[src/rtl/harvos_pkg.sv]
// rtl/harvos_pkg.sv - shared privilege, access-type and fault-cause types
// Purpose: types shared by the MPU, the MPU request arbiter and the trap/CSR logic.
// Contents: priv_e, fault_cause_e, acc_type_e, MMIO_BASE, cause_of().
package harvos_pkg;

  typedef enum logic [1:0] {
    PRIV_U = 2'b00,
    PRIV_M = 2'b11
  } priv_e;

  typedef enum logic [1:0] {
    FC_NONE  = 2'd0,
    FC_EXEC  = 2'd1,
    FC_LOAD  = 2'd2,
    FC_STORE = 2'd3
  } fault_cause_e;

  typedef enum logic [1:0] {
    ACC_FETCH = 2'd0,
    ACC_LOAD  = 2'd1,
    ACC_STORE = 2'd2
  } acc_type_e;

  localparam logic [31:0] MMIO_BASE = 32'h1000_0000;

  function automatic fault_cause_e cause_of(input acc_type_e acc);
    case (acc)
      ACC_FETCH: return FC_EXEC;
      ACC_LOAD:  return FC_LOAD;
      ACC_STORE: return FC_STORE;
      default:   return FC_NONE;
    endcase
  endfunction

endpackage

[src/rtl/mpu_req_arbiter_if.sv]
// rtl/mpu_req_arbiter_if.sv - request/response bundle for the IF and LS check ports
// Purpose: groups both requester handshakes of the MPU request arbiter.
// Ports: if_req_* / if_rsp_* (fetch side), ls_req_* / ls_rsp_* (load/store side).
// Modports: master = requesters, slave = arbiter.
interface mpu_req_arbiter_if;
  logic        if_req_valid;
  logic [31:0] if_req_addr;
  logic        if_req_ready;
  logic        if_rsp_valid;
  logic        if_rsp_fault;
  logic        ls_req_valid;
  logic [31:0] ls_req_addr;
  logic        ls_req_we;
  logic        ls_req_ready;
  logic        ls_rsp_valid;
  logic        ls_rsp_fault;

  modport master (
    output if_req_valid, if_req_addr,
    input  if_req_ready, if_rsp_valid, if_rsp_fault,
    output ls_req_valid, ls_req_addr, ls_req_we,
    input  ls_req_ready, ls_rsp_valid, ls_rsp_fault
  );

  modport slave (
    input  if_req_valid, if_req_addr,
    output if_req_ready, if_rsp_valid, if_rsp_fault,
    input  ls_req_valid, ls_req_addr, ls_req_we,
    output ls_req_ready, ls_rsp_valid, ls_rsp_fault
  );
endinterface

[src/rtl/rr_arb2.sv]
// rtl/rr_arb2.sv - two-way round-robin grant with a last-grant register
// Purpose: grants a lone requester directly; on a tie grants the one not served last.
// Ports: clk, rst_n (async active-low), req[1:0], update (grant consumed this cycle),
//        gnt[1:0] (combinational, one-hot or zero).
module rr_arb2 (
  input  logic       clk,
  input  logic       rst_n,
  input  logic [1:0] req,
  input  logic       update,
  output logic [1:0] gnt
);

  // 0 = req[0] served last, 1 = req[1] served last; reset favours req[0] on the first tie
  logic last_grant;

  always_comb begin
    gnt = req;
    if (req == 2'b11) gnt = last_grant ? 2'b01 : 2'b10;
  end

  always_ff @(posedge clk or negedge rst_n) begin
    if (!rst_n) begin
      last_grant <= 1'b1;
    end else if (update && (gnt != 2'b00)) begin
      last_grant <= gnt[1];
    end
  end

endmodule

[src/rtl/mpu_req_arbiter.sv]
// rtl/mpu_req_arbiter.sv - shares one MPU checker between fetch and load/store ports
// Purpose: round-robin accepts one check at a time, holds MPU inputs for MPU_LAT cycles,
//          returns a one-cycle response and records the last fault plus a saturating count.
// Ports: clk, rst_n, cur_priv; bus (IF/LS request/response, slave side);
//        mpu_addr/mpu_is_*/mpu_cur_priv to the MPU, mpu_allow/mpu_fault_* from it;
//        fault_addr/fault_cause/fault_priv/fault_cnt to trap/CSR logic.
module mpu_req_arbiter
  import harvos_pkg::*;
#(
  parameter int unsigned MPU_LAT = 1,
  parameter int unsigned CNT_W   = 16
) (
  input  logic                clk,
  input  logic                rst_n,
  input  priv_e               cur_priv,
  mpu_req_arbiter_if.slave    bus,
  output logic [31:0]         mpu_addr,
  output logic                mpu_is_fetch,
  output logic                mpu_is_load,
  output logic                mpu_is_store,
  output priv_e               mpu_cur_priv,
  input  logic                mpu_allow,
  input  logic                mpu_fault_exec,
  input  logic                mpu_fault_load,
  input  logic                mpu_fault_store,
  output logic [31:0]         fault_addr,
  output fault_cause_e        fault_cause,
  output priv_e               fault_priv,
  output logic [CNT_W-1:0]    fault_cnt
);

  localparam int unsigned LAT_W = (MPU_LAT > 1) ? $clog2(MPU_LAT) : 1;

  typedef enum logic [1:0] {S_IDLE, S_CHECK, S_RESP} state_e;

  state_e             state;
  logic [LAT_W-1:0]   lat_cnt;
  logic               sel_ls;
  acc_type_e          acc;
  logic [1:0]         req;
  logic [1:0]         gnt;
  logic               accept;
  acc_type_e          acc_next;
  logic               fault_now;

  // Requests are only offered to the arbiter in IDLE, so gnt doubles as ready.
  assign req = {bus.ls_req_valid, bus.if_req_valid} & {2{state == S_IDLE}};

  rr_arb2 u_arb (
    .clk    (clk),
    .rst_n  (rst_n),
    .req    (req),
    .update (accept),
    .gnt    (gnt)
  );

  assign bus.if_req_ready = gnt[0];
  assign bus.ls_req_ready = gnt[1];
  assign accept           = |gnt;
  assign acc_next         = gnt[0] ? ACC_FETCH : (bus.ls_req_we ? ACC_STORE : ACC_LOAD);

  // Only the fault flag matching the in-flight access type counts.
  assign fault_now = !mpu_allow
                   | (mpu_is_fetch & mpu_fault_exec)
                   | (mpu_is_load  & mpu_fault_load)
                   | (mpu_is_store & mpu_fault_store);

  always_ff @(posedge clk or negedge rst_n) begin
    if (!rst_n) begin
      state            <= S_IDLE;
      lat_cnt          <= '0;
      sel_ls           <= 1'b0;
      acc              <= ACC_FETCH;
      mpu_addr         <= '0;
      mpu_cur_priv     <= PRIV_M;
      mpu_is_fetch     <= 1'b0;
      mpu_is_load      <= 1'b0;
      mpu_is_store     <= 1'b0;
      bus.if_rsp_valid <= 1'b0;
      bus.if_rsp_fault <= 1'b0;
      bus.ls_rsp_valid <= 1'b0;
      bus.ls_rsp_fault <= 1'b0;
      fault_addr       <= '0;
      fault_cause      <= FC_NONE;
      fault_priv       <= PRIV_M;
      fault_cnt        <= '0;
    end else begin
      bus.if_rsp_valid <= 1'b0;
      bus.if_rsp_fault <= 1'b0;
      bus.ls_rsp_valid <= 1'b0;
      bus.ls_rsp_fault <= 1'b0;
      case (state)
        S_IDLE: begin
          if (accept) begin
            sel_ls       <= gnt[1];
            acc          <= acc_next;
            mpu_addr     <= gnt[1] ? bus.ls_req_addr : bus.if_req_addr;
            mpu_cur_priv <= cur_priv;
            mpu_is_fetch <= (acc_next == ACC_FETCH);
            mpu_is_load  <= (acc_next == ACC_LOAD);
            mpu_is_store <= (acc_next == ACC_STORE);
            lat_cnt      <= LAT_W'(MPU_LAT - 1);
            state        <= S_CHECK;
          end
        end
        S_CHECK: begin
          if (lat_cnt == '0) begin
            mpu_is_fetch     <= 1'b0;
            mpu_is_load      <= 1'b0;
            mpu_is_store     <= 1'b0;
            bus.if_rsp_valid <= !sel_ls;
            bus.if_rsp_fault <= !sel_ls & fault_now;
            bus.ls_rsp_valid <= sel_ls;
            bus.ls_rsp_fault <= sel_ls & fault_now;
            if (fault_now) begin
              fault_addr  <= mpu_addr;
              fault_cause <= cause_of(acc);
              fault_priv  <= mpu_cur_priv;
              if (fault_cnt != '1) fault_cnt <= fault_cnt + CNT_W'(1);
            end
            state <= S_RESP;
          end else begin
            lat_cnt <= lat_cnt - LAT_W'(1);
          end
        end
        S_RESP:  state <= S_IDLE;
        default: state <= S_IDLE;
      endcase
    end
  end

endmodule

[src/flat_wrapper.sv]
// flat-port wrapper written by rule: the top's interface ports become plain ports
module mpu_req_arbiter_flat import harvos_pkg::*;
#(
  parameter int unsigned MPU_LAT = 1,
  parameter int unsigned CNT_W   = 16
)
  (clk, rst_n, cur_priv, mpu_addr, mpu_is_fetch, mpu_is_load, mpu_is_store, mpu_cur_priv, mpu_allow, mpu_fault_exec, mpu_fault_load, mpu_fault_store, fault_addr, fault_cause, fault_priv, fault_cnt, bus_if_req_valid, bus_if_req_addr, bus_if_req_ready, bus_if_rsp_valid, bus_if_rsp_fault, bus_ls_req_valid, bus_ls_req_addr, bus_ls_req_we, bus_ls_req_ready, bus_ls_rsp_valid, bus_ls_rsp_fault);
  mpu_req_arbiter_if bus_i ();
  input  logic clk;
  input  logic rst_n;
  input  priv_e cur_priv;
  output logic [31:0] mpu_addr;
  output logic mpu_is_fetch;
  output logic mpu_is_load;
  output logic mpu_is_store;
  output priv_e mpu_cur_priv;
  input  logic mpu_allow;
  input  logic mpu_fault_exec;
  input  logic mpu_fault_load;
  input  logic mpu_fault_store;
  output logic [31:0] fault_addr;
  output fault_cause_e fault_cause;
  output priv_e fault_priv;
  output logic [CNT_W-1:0] fault_cnt;
  input wire logic [$bits(bus_i.if_req_valid)-1:0] bus_if_req_valid;
  input wire logic [$bits(bus_i.if_req_addr)-1:0] bus_if_req_addr;
  output wire logic [$bits(bus_i.if_req_ready)-1:0] bus_if_req_ready;
  output wire logic [$bits(bus_i.if_rsp_valid)-1:0] bus_if_rsp_valid;
  output wire logic [$bits(bus_i.if_rsp_fault)-1:0] bus_if_rsp_fault;
  input wire logic [$bits(bus_i.ls_req_valid)-1:0] bus_ls_req_valid;
  input wire logic [$bits(bus_i.ls_req_addr)-1:0] bus_ls_req_addr;
  input wire logic [$bits(bus_i.ls_req_we)-1:0] bus_ls_req_we;
  output wire logic [$bits(bus_i.ls_req_ready)-1:0] bus_ls_req_ready;
  output wire logic [$bits(bus_i.ls_rsp_valid)-1:0] bus_ls_rsp_valid;
  output wire logic [$bits(bus_i.ls_rsp_fault)-1:0] bus_ls_rsp_fault;
  assign bus_i.if_req_valid = bus_if_req_valid;
  assign bus_i.if_req_addr = bus_if_req_addr;
  assign bus_if_req_ready = bus_i.if_req_ready;
  assign bus_if_rsp_valid = bus_i.if_rsp_valid;
  assign bus_if_rsp_fault = bus_i.if_rsp_fault;
  assign bus_i.ls_req_valid = bus_ls_req_valid;
  assign bus_i.ls_req_addr = bus_ls_req_addr;
  assign bus_i.ls_req_we = bus_ls_req_we;
  assign bus_ls_req_ready = bus_i.ls_req_ready;
  assign bus_ls_rsp_valid = bus_i.ls_rsp_valid;
  assign bus_ls_rsp_fault = bus_i.ls_rsp_fault;
  mpu_req_arbiter #(.MPU_LAT(MPU_LAT), .CNT_W(CNT_W)) u_core (.clk(clk), .rst_n(rst_n), .cur_priv(cur_priv), .bus(bus_i), .mpu_addr(mpu_addr), .mpu_is_fetch(mpu_is_fetch), .mpu_is_load(mpu_is_load), .mpu_is_store(mpu_is_store), .mpu_cur_priv(mpu_cur_priv), .mpu_allow(mpu_allow), .mpu_fault_exec(mpu_fault_exec), .mpu_fault_load(mpu_fault_load), .mpu_fault_store(mpu_fault_store), .fault_addr(fault_addr), .fault_cause(fault_cause), .fault_priv(fault_priv), .fault_cnt(fault_cnt));
endmodule
[config.mk]
export PLATFORM = sky130hd
export DESIGN_NAME = mpu_req_arbiter_flat
export DESIGN_NICKNAME = d
export VERILOG_FILES = /design/src/rtl/harvos_pkg.sv /design/src/rtl/mpu_req_arbiter_if.sv /design/src/rtl/rr_arb2.sv /design/src/rtl/mpu_req_arbiter.sv /design/src/flat_wrapper.sv
export SDC_FILE = /design/constraint.sdc
export NUM_CORES = 1
export LEC_CHECK = 0
export CORE_ASPECT_RATIO = 1.1
export CORE_MARGIN = 5
export CORE_UTILIZATION = 43
export DETAILED_ROUTE_END_ITERATION = 8
export GPL_TIMING_DRIVEN = 0
export PLACE_DENSITY_LB_ADDON = 0.1
export SETUP_SLACK_MARGIN = 0.15
export SYNTH_ARGS = -nofsm -noshare
export SYNTH_HDL_FRONTEND = slang
export SYNTH_SLANG_ARGS = --single-unit
[constraint.sdc]
create_clock -name clk -period 2.64 [get_ports clk]
set_clock_uncertainty 0.1 [all_clocks]
set_input_delay 0.528 -clock clk [delete_from_list [all_inputs] [get_ports clk]]
set_output_delay 0.528 -clock clk [all_outputs]
set_load 0.01 [all_outputs]
==> results of run 1 <==
[report_power, final]
group | switching, mW | internal [mW] | total (mW)
Sequential | 0.422 | 2.20 | 2.62
Combinational | 1.48 | 1.84 | 3.32
Clock | 0.503 | 0.534 | 1.04
Total | 2.40 | 4.57 | 6.97
[layer usage]
metal	vias to the layer above	wire, um
li1	1522	-
met1	1517	4260
met2	108	5370
met3	12	857
met4	0	148
met5	-	0
[flip-flops by register name (all words and copies together), names as in the netlist]
signal / flops
u_core.mpu_cur_priv: 2
u_core.fault_cause: 2
u_core.bus.if_rsp_valid: 1
u_core.mpu_is_store: 1
u_core.state: 2
u_core.fault_addr: 32
u_core.mpu_is_load: 1
u_core.sel_ls: 1
u_core.mpu_addr: 32
u_core.u_arb.last_grant: 1
u_core.fault_priv: 2
u_core.bus.ls_rsp_fault: 1
u_core.bus.ls_rsp_valid: 1
u_core.fault_cnt: 16
u_core.bus.if_rsp_fault: 1
u_core.acc: 2
u_core.mpu_is_fetch: 1
[path summary, 6_finish.rpt]
check / cells after the start / slack (ns) / end
worst max register to register: 7 / 0.42 / u_core.fault_cnt[14]
min in group clk: 2 / 0.32 / u_core.u_arb.last_grant
worst min register to register: 1 / 0.36 / u_core.bus.if_rsp_valid
worst min-delay path: 1 / 0.07 / u_core.fault_cnt[7]
worst max-delay path: 6 / 0.28 / bus_ls_req_ready
max in group asynchronous: 2 / 1.65 / u_core.mpu_cur_priv[1]
[per-stage QoR]
stage          setup WS [ns]  total power [mW]  utilization [%]  setup TNS [ns]
2_1_floorplan          0.587              4.15                -               0
4_1_cts                0.167              7.08             66.4               0
3_3_place_gp           -2.72              5.90             63.6         -263.31
3_5_place_dp          -0.427              6.01             63.9          -0.427
6_report               0.276              6.97             66.5               0
5_1_grt                0.186              7.45             66.5               0
[final cells by class]
class                      count  area [um2]  area share (%)
timing repair buffer         171        1730            27.6
multi-input combinational    213        1540            24.6
inverter                       9        33.8           0.541
clock inverter                 5        80.1            1.28
clock buffer                  11         131            2.10
tap                          117         146            2.34
sequential                    99        2480            39.7
buffer                        17         111            1.78
[cell families (layout without fill, tap and decap cells)]
group,Yosys count,after routing,synth area share (%)
DFF,99,99,60.0
AOI/OAI and AO/OA,45,45,6.34
and+or+nand+nor,82,82,8.97
muxes,68,68,17.5
buffers and inverters,26,213,3.11
adders and majority gates,3,3,0.906
xor gates and xnor gates,15,15,3.17
[Yosys cell counts, drive strengths merged]
cell type | instances | share of area [%]
a21oi | 2 | 0.24
a31o | 1 | 0.21
a31oi | 1 | 0.15
a41o | 1 | 0.24
a41oi | 2 | 0.88
and3 | 1 | 0.15
and4 | 1 | 0.21
buf | 10 | 1.7
clkbuf | 7 | 0.63
dfrtp | 94 | 57
dfstp | 5 | 3.2
ha | 3 | 0.91
inv | 9 | 0.82
mux2 | 36 | 9.8
mux2i | 32 | 7.7
nand2 | 53 | 4.8
nand2b | 1 | 0.33
nand3 | 9 | 1.1
nand3b | 1 | 0.18
nand4 | 5 | 0.91
nand4b | 1 | 0.21
nor2 | 8 | 0.73
nor3 | 2 | 0.36
o21ai | 37 | 4.5
o22ai | 1 | 0.15
xnor2 | 14 | 3.0
xor2 | 1 | 0.21
[worst register-to-register path, cell delays in order (launching register included)]
cell and delay (ns):
sky130_fd_sc_hd__dfrtp_1 0.44, sky130_fd_sc_hd__ha_1 0.23, sky130_fd_sc_hd__and3_1 0.21, sky130_fd_sc_hd__and4_1 0.30
sky130_fd_sc_hd__a41oi_4 0.38, sky130_fd_sc_hd__buf_6 0.20, sky130_fd_sc_hd__nand3_1 0.10, sky130_fd_sc_hd__xnor2_1 0.15
[repair_timing]
item                                    CTS  global route
gates resized for setup                   9             2
endpoints found under the setup margin    2             1
pin swaps                                 0             0
setup buffers                             1             0
==> run_results.csv, run 1 <==
group,metric,value,unit
cts,cts_hold_repair.buffers,0,
die,dieWidth,104,um
sta,slew_viol_final,0,
sta,rsz0062_at_grt,"no",
setup_path,worst_ep_required_time,2.01,ns
die,num_rows,37,
placement,dpl.hpwl,8.18,mm
routing,drt-vias-per-instance,4.92,
routing,routed-via-count,3159,
yosys,mappedNetlistNets,416,
final_layout,mostFrequentLayoutCells,"sky130_fd_sc_hd__clkdlybuf4s50_1 (164), sky130_fd_sc_hd__dfrtp_1 (94), sky130_fd_sc_hd__nand2_1 (53)",
sta,timing.max_slew.rel_slack,57.8,%
final_layout,post_route_cells_drive_above_1_share,14.3,%
final_layout,layout.cell_area.non_filler,6250,um2
routing,firstDrtPassIters,4,
yosys,syn_inst,338,
final_layout,fillers,757,
final_layout,areaGrowthSynthToFinish,50.9,%
global_routing,top_usage_layer,"met2",
sta,finalCriticalPeriod,2.36,ns
sta,finalHoldViolCount,0,
global_routing,groute.layer.met2.usage,31.5,%
routing,drtAntennaViolNets,0,
routing,wl_per_cell,16.6,um
sta,fmaxAchievable,423,MHz
sta,holdWs,0.0702,ns
pwr,power_per_cell_area,1120,nW/um2
setup_path,startpoint,"u_core.state[0]",
sta,finalCritPeriodShare,89.5,%
global_routing,first_pass_grt_wire_length,17.6,mm
global_routing,grt_util_met1,22.4,%
setup_path,cpMaxStageDelayCell,"sky130_fd_sc_hd__dfrtp_1",
sta,worst_margin_slew,0.624,ns
placement,detailed_place.area,6000,um2
setup_path,cp_capture_type,"output port",
cts,cts_buffers,9,
global_routing,grt_pass1_vias,3474,
final_layout,layout_commonest_cell,"sky130_fd_sc_hd__clkdlybuf4s50_1",
cts,clk_latency,0.35,ns
placement,dp.cells,625,
sta,finalSetupViolations,0,
job,drv_cap,0,
final_layout,fin_nets,598,
yosys,mean_instance_size_in_the_synthesized_netlist,12.3,um2
yosys,yosys.cell_types.count,32,
setup_path,setup.worst_path.start_class,"flop",
pwr,ir_drop_worst_vdd,0.629,mV
cts,clock_sink_count,99,
cts,root_buffer,"sky130_fd_sc_hd__clkbuf_8",
routing,drtIter0Drc,52,
global_routing,globalRoute.totalOverflow,0,
final_layout,number_of_antenna_cells_inserted,0,
global_routing,grtUsageTotal,18.6,%
setup_path,critical_path_buffer_and_inverter_count,4,
pwr,power.leakage,2.84,nW
yosys,synth-seq-area-share,60.0,%
die,initial_core_util,44.1,%
global_routing,antenna_found_initial,0,
placement,gp_congestion,0.772,
die,design.die.area,11700,um2
setup_path,worst_path_largest_cell_delay,0.42,ns
global_routing,routing_usage_on_met3,6.56,%
yosys,synth-seq-cells,99,
setup_path,worst-endpoint-arrival,1.74,ns
setup_path,critical-path-top-delay-family,"buffers and inverters",
setup_path,r2r-start,"u_core.fault_cnt[0]",
global_routing,grt_start_max_net_pins,55,
yosys,synthesis.area,4140,um2
placement,portBuffers,169,
die,die-height,113,um
setup_path,worstPathCellList,"nor2_2, nand3_1, buf_6, buf_8, inv_1, dlygate4sd2_1",
routing,post_route_wl,10.6,mm
min_path,min-delay-path-class,"primary input to async pin",
cts,clk_pin_slew,0.09,ns
cts,htreeDepth,3,
cts,cts.path.max_buffers,2,
yosys,yosys_warnings,0,
cts,cts_tree,"built",
setup_path,worst-path-max-fanout,10,
die,fp.coreArea,9400,um2
setup_path,critPathKind,"flop to output port",
final_layout,layoutNonFillerInstCount,642,
die,num_io_pins,170,
run_status,run_status,"finished clean",
routing,drc,0,
Note: power is estimated with default switching activity, not from simulation.
==> inputs of run 2 (changes only) <==
GPL_TIMING_DRIVEN = default   (was 0)
==> run 2 against run 1 <==
Register-to-register slack gained 0.03 ns. Global-route usage fell by 1.2 points. Fmax shrank 3.5%. Non-clock buffer count down 10.
==> run_results.csv, run 2 (same netlist as run 1, synthesis figures left out) <==
group,metric,value,unit
routing,drt-vias-per-instance,4.92,
pwr,power_frac_comb,46.8,%
die,num_rows,37,
final_layout,mostFrequentLayoutCells,"sky130_fd_sc_hd__clkdlybuf4s50_1 (166), sky130_fd_sc_hd__dfrtp_1 (94), sky130_fd_sc_hd__nand2_1 (53)",
cts,cts_buffers,9,
min_path,min-delay-path-class,"primary input to async pin",
setup_path,worst-endpoint-arrival,1.82,ns
sta,holdWs,0.0543,ns
routing,routed-via-count,3112,
sta,fmaxAchievable,408,MHz
final_layout,number_of_antenna_cells_inserted,0,
die,die-height,113,um
routing,post_route_wl,10.0,mm
global_routing,grtUsageTotal,17.4,%
pwr,power.leakage,2.82,nW
pwr,sequentialPowerShare,37.6,%
placement,detailed_place.area,6020,um2
placement,pre_cts_ws,0.0960,ns
sta,worst_margin_slew,0.597,ns
routing,firstDrtPassIters,4,
final_layout,layout.core_utilization,66.6,%
routing,wl_per_cell,15.8,um
sta,fin_setup_tns,0,ns
cts,clock_sink_count,99,
pwr,power_per_cell_area,1120,nW/um2
sta,slew_viol_final,0,
global_routing,routing_usage_on_met3,5.36,%
pwr,switchingPower,2.34,mW
global_routing,grt_start_max_net_pins,46,
setup_path,r2r_slack,0.45,ns
pwr,p_sw_share,33.6,%
placement,dp.cells,616,
final_layout,layout_commonest_cell,"sky130_fd_sc_hd__clkdlybuf4s50_1",
placement,dpl.hpwl,7.50,mm
die,num_io_pins,170,
run_status,run_status,"finished clean",
final_layout,post_route_cells_drive_above_1_share,14.6,%
sta,rsz0062_at_grt,"no",
setup_path,cp_capture_type,"output port",
routing,drtIter0Drc,86,
final_layout,layoutNonFillerInstCount,632,
cts,cts.repair_timing.setup_buffer_count,0,
setup_path,setup.worst_path.start_class,"primary input",
sta,timing.max_slew.rel_slack,60.2,%
setup_path,worst_ep_required_time,2.01,ns
global_routing,grt_util_met1,21.8,%
setup_path,worst-path-max-fanout,3,
final_layout,fillers,727,
placement,portBuffers,169,
sta,finalCriticalPeriod,2.45,ns
routing,drc,0,
cts,cts.path.max_buffers,2,
sta,finalSetupViolations,0,
die,design.die.area,11700,um2
pwr,internal_power,4.64,mW
job,drv_cap,0,
routing,drtAntennaViolNets,0,
final_layout,areaGrowthSynthToFinish,51.1,%
global_routing,antenna_found_initial,0,
cts,htreeDepth,3,
pwr,finalPower,6.98,mW
global_routing,first_pass_grt_wire_length,16.6,mm
placement,gp_congestion,0.777,
global_routing,top_usage_layer,"met2",
cts,cts_tree,"built",
cts,clk_latency,0.36,ns
final_layout,layout.cell_area.non_filler,6260,um2
global_routing,grt_pass1_vias,3295,
final_layout,fin_nets,588,
die,initial_core_util,44.1,%
global_routing,groute.layer.met2.usage,27.6,%
setup_path,critPathKind,"primary input to output port",
pwr,ir_drop_worst_vdd,0.479,mV
sta,worst_slack,0.191,ns
sta,finalCritPeriodShare,92.8,%
final_layout,top_flop_regs,"u_core.fault_addr: 32 flops, u_core.mpu_addr: 32 flops, u_core.fault_cnt: 16 flops",
die,fp.coreArea,9400,um2
global_routing,globalRoute.totalOverflow,0,
pwr,power.share.clock,15.6,%
cts,clk_pin_slew,0.09,ns
die,dieWidth,104,um
sta,finalHoldViolCount,0,
cts,root_buffer,"sky130_fd_sc_hd__clkbuf_8",
[run 2: critical path, cell delays in order]
cell	delay [ns]
sky130_fd_sc_hd__clkdlybuf4s50_1	0.45
sky130_fd_sc_hd__nand2_1	0.09
sky130_fd_sc_hd__nand3_2	0.09
sky130_fd_sc_hd__inv_1	0.10
sky130_fd_sc_hd__clkdlybuf4s50_1	0.57
[run 2: cell type report]
| class | count | area, um2 | share of cell area, % |
|---|---|---|---|
| multi-input combinational | 213 | 1560 | 24.9 |
| sequential | 99 | 2480 | 39.7 |
| timing repair buffer | 178 | 1800 | 28.8 |
| tap | 117 | 146 | 2.34 |
| clock buffer | 12 | 155 | 2.48 |
| inverter | 9 | 33.8 | 0.540 |
| clock inverter | 4 | 72.6 | 1.16 |
[run 2: layer usage]
metal / part of all wire, % / routed length (um)
met3: 7.1 / 708
met5: 0 / 0
met2: 48 / 4810
met1: 42 / 4250
met4: 2.4 / 235
[run 2: final timing paths]
| kind | startpoint | endpoint | cells after the start |
|---|---|---|---|
| setup / recovery | bus_if_req_valid | bus_ls_req_ready | 5 |
| hold / removal | rst_n | u_core.fault_addr[0] | 1 |
| setup reg to reg | u_core.fault_cnt[0] | u_core.fault_cnt[15] | 7 |
| hold reg to reg | u_core.sel_ls | u_core.bus.if_rsp_valid | 1 |
| max in group asynchronous | rst_n | u_core.mpu_cur_priv[1] | 2 |
| min in group clk | u_core.sel_ls | u_core.bus.if_rsp_valid | 1 |
[run 2: power by group through the flow]
stage          registers [mW]  clock network, mW  logic (mW)
2_1_floorplan            2.88                  0        1.27
3_3_place_gp             2.61                  0        3.27
3_5_place_dp             2.65                  0        3.33
4_1_cts                  2.63               1.13        3.34
5_1_grt                  2.72               1.18        3.56
6_report                 2.62               1.09        3.27
[run 2: what timing repair did]
action | 4_1_cts | 5_1_grt
endpoints found under the setup margin | 2 | 1
hold buffers | 0 | 0
pin swaps | 0 | 1
gates resized for setup | 4 | 0
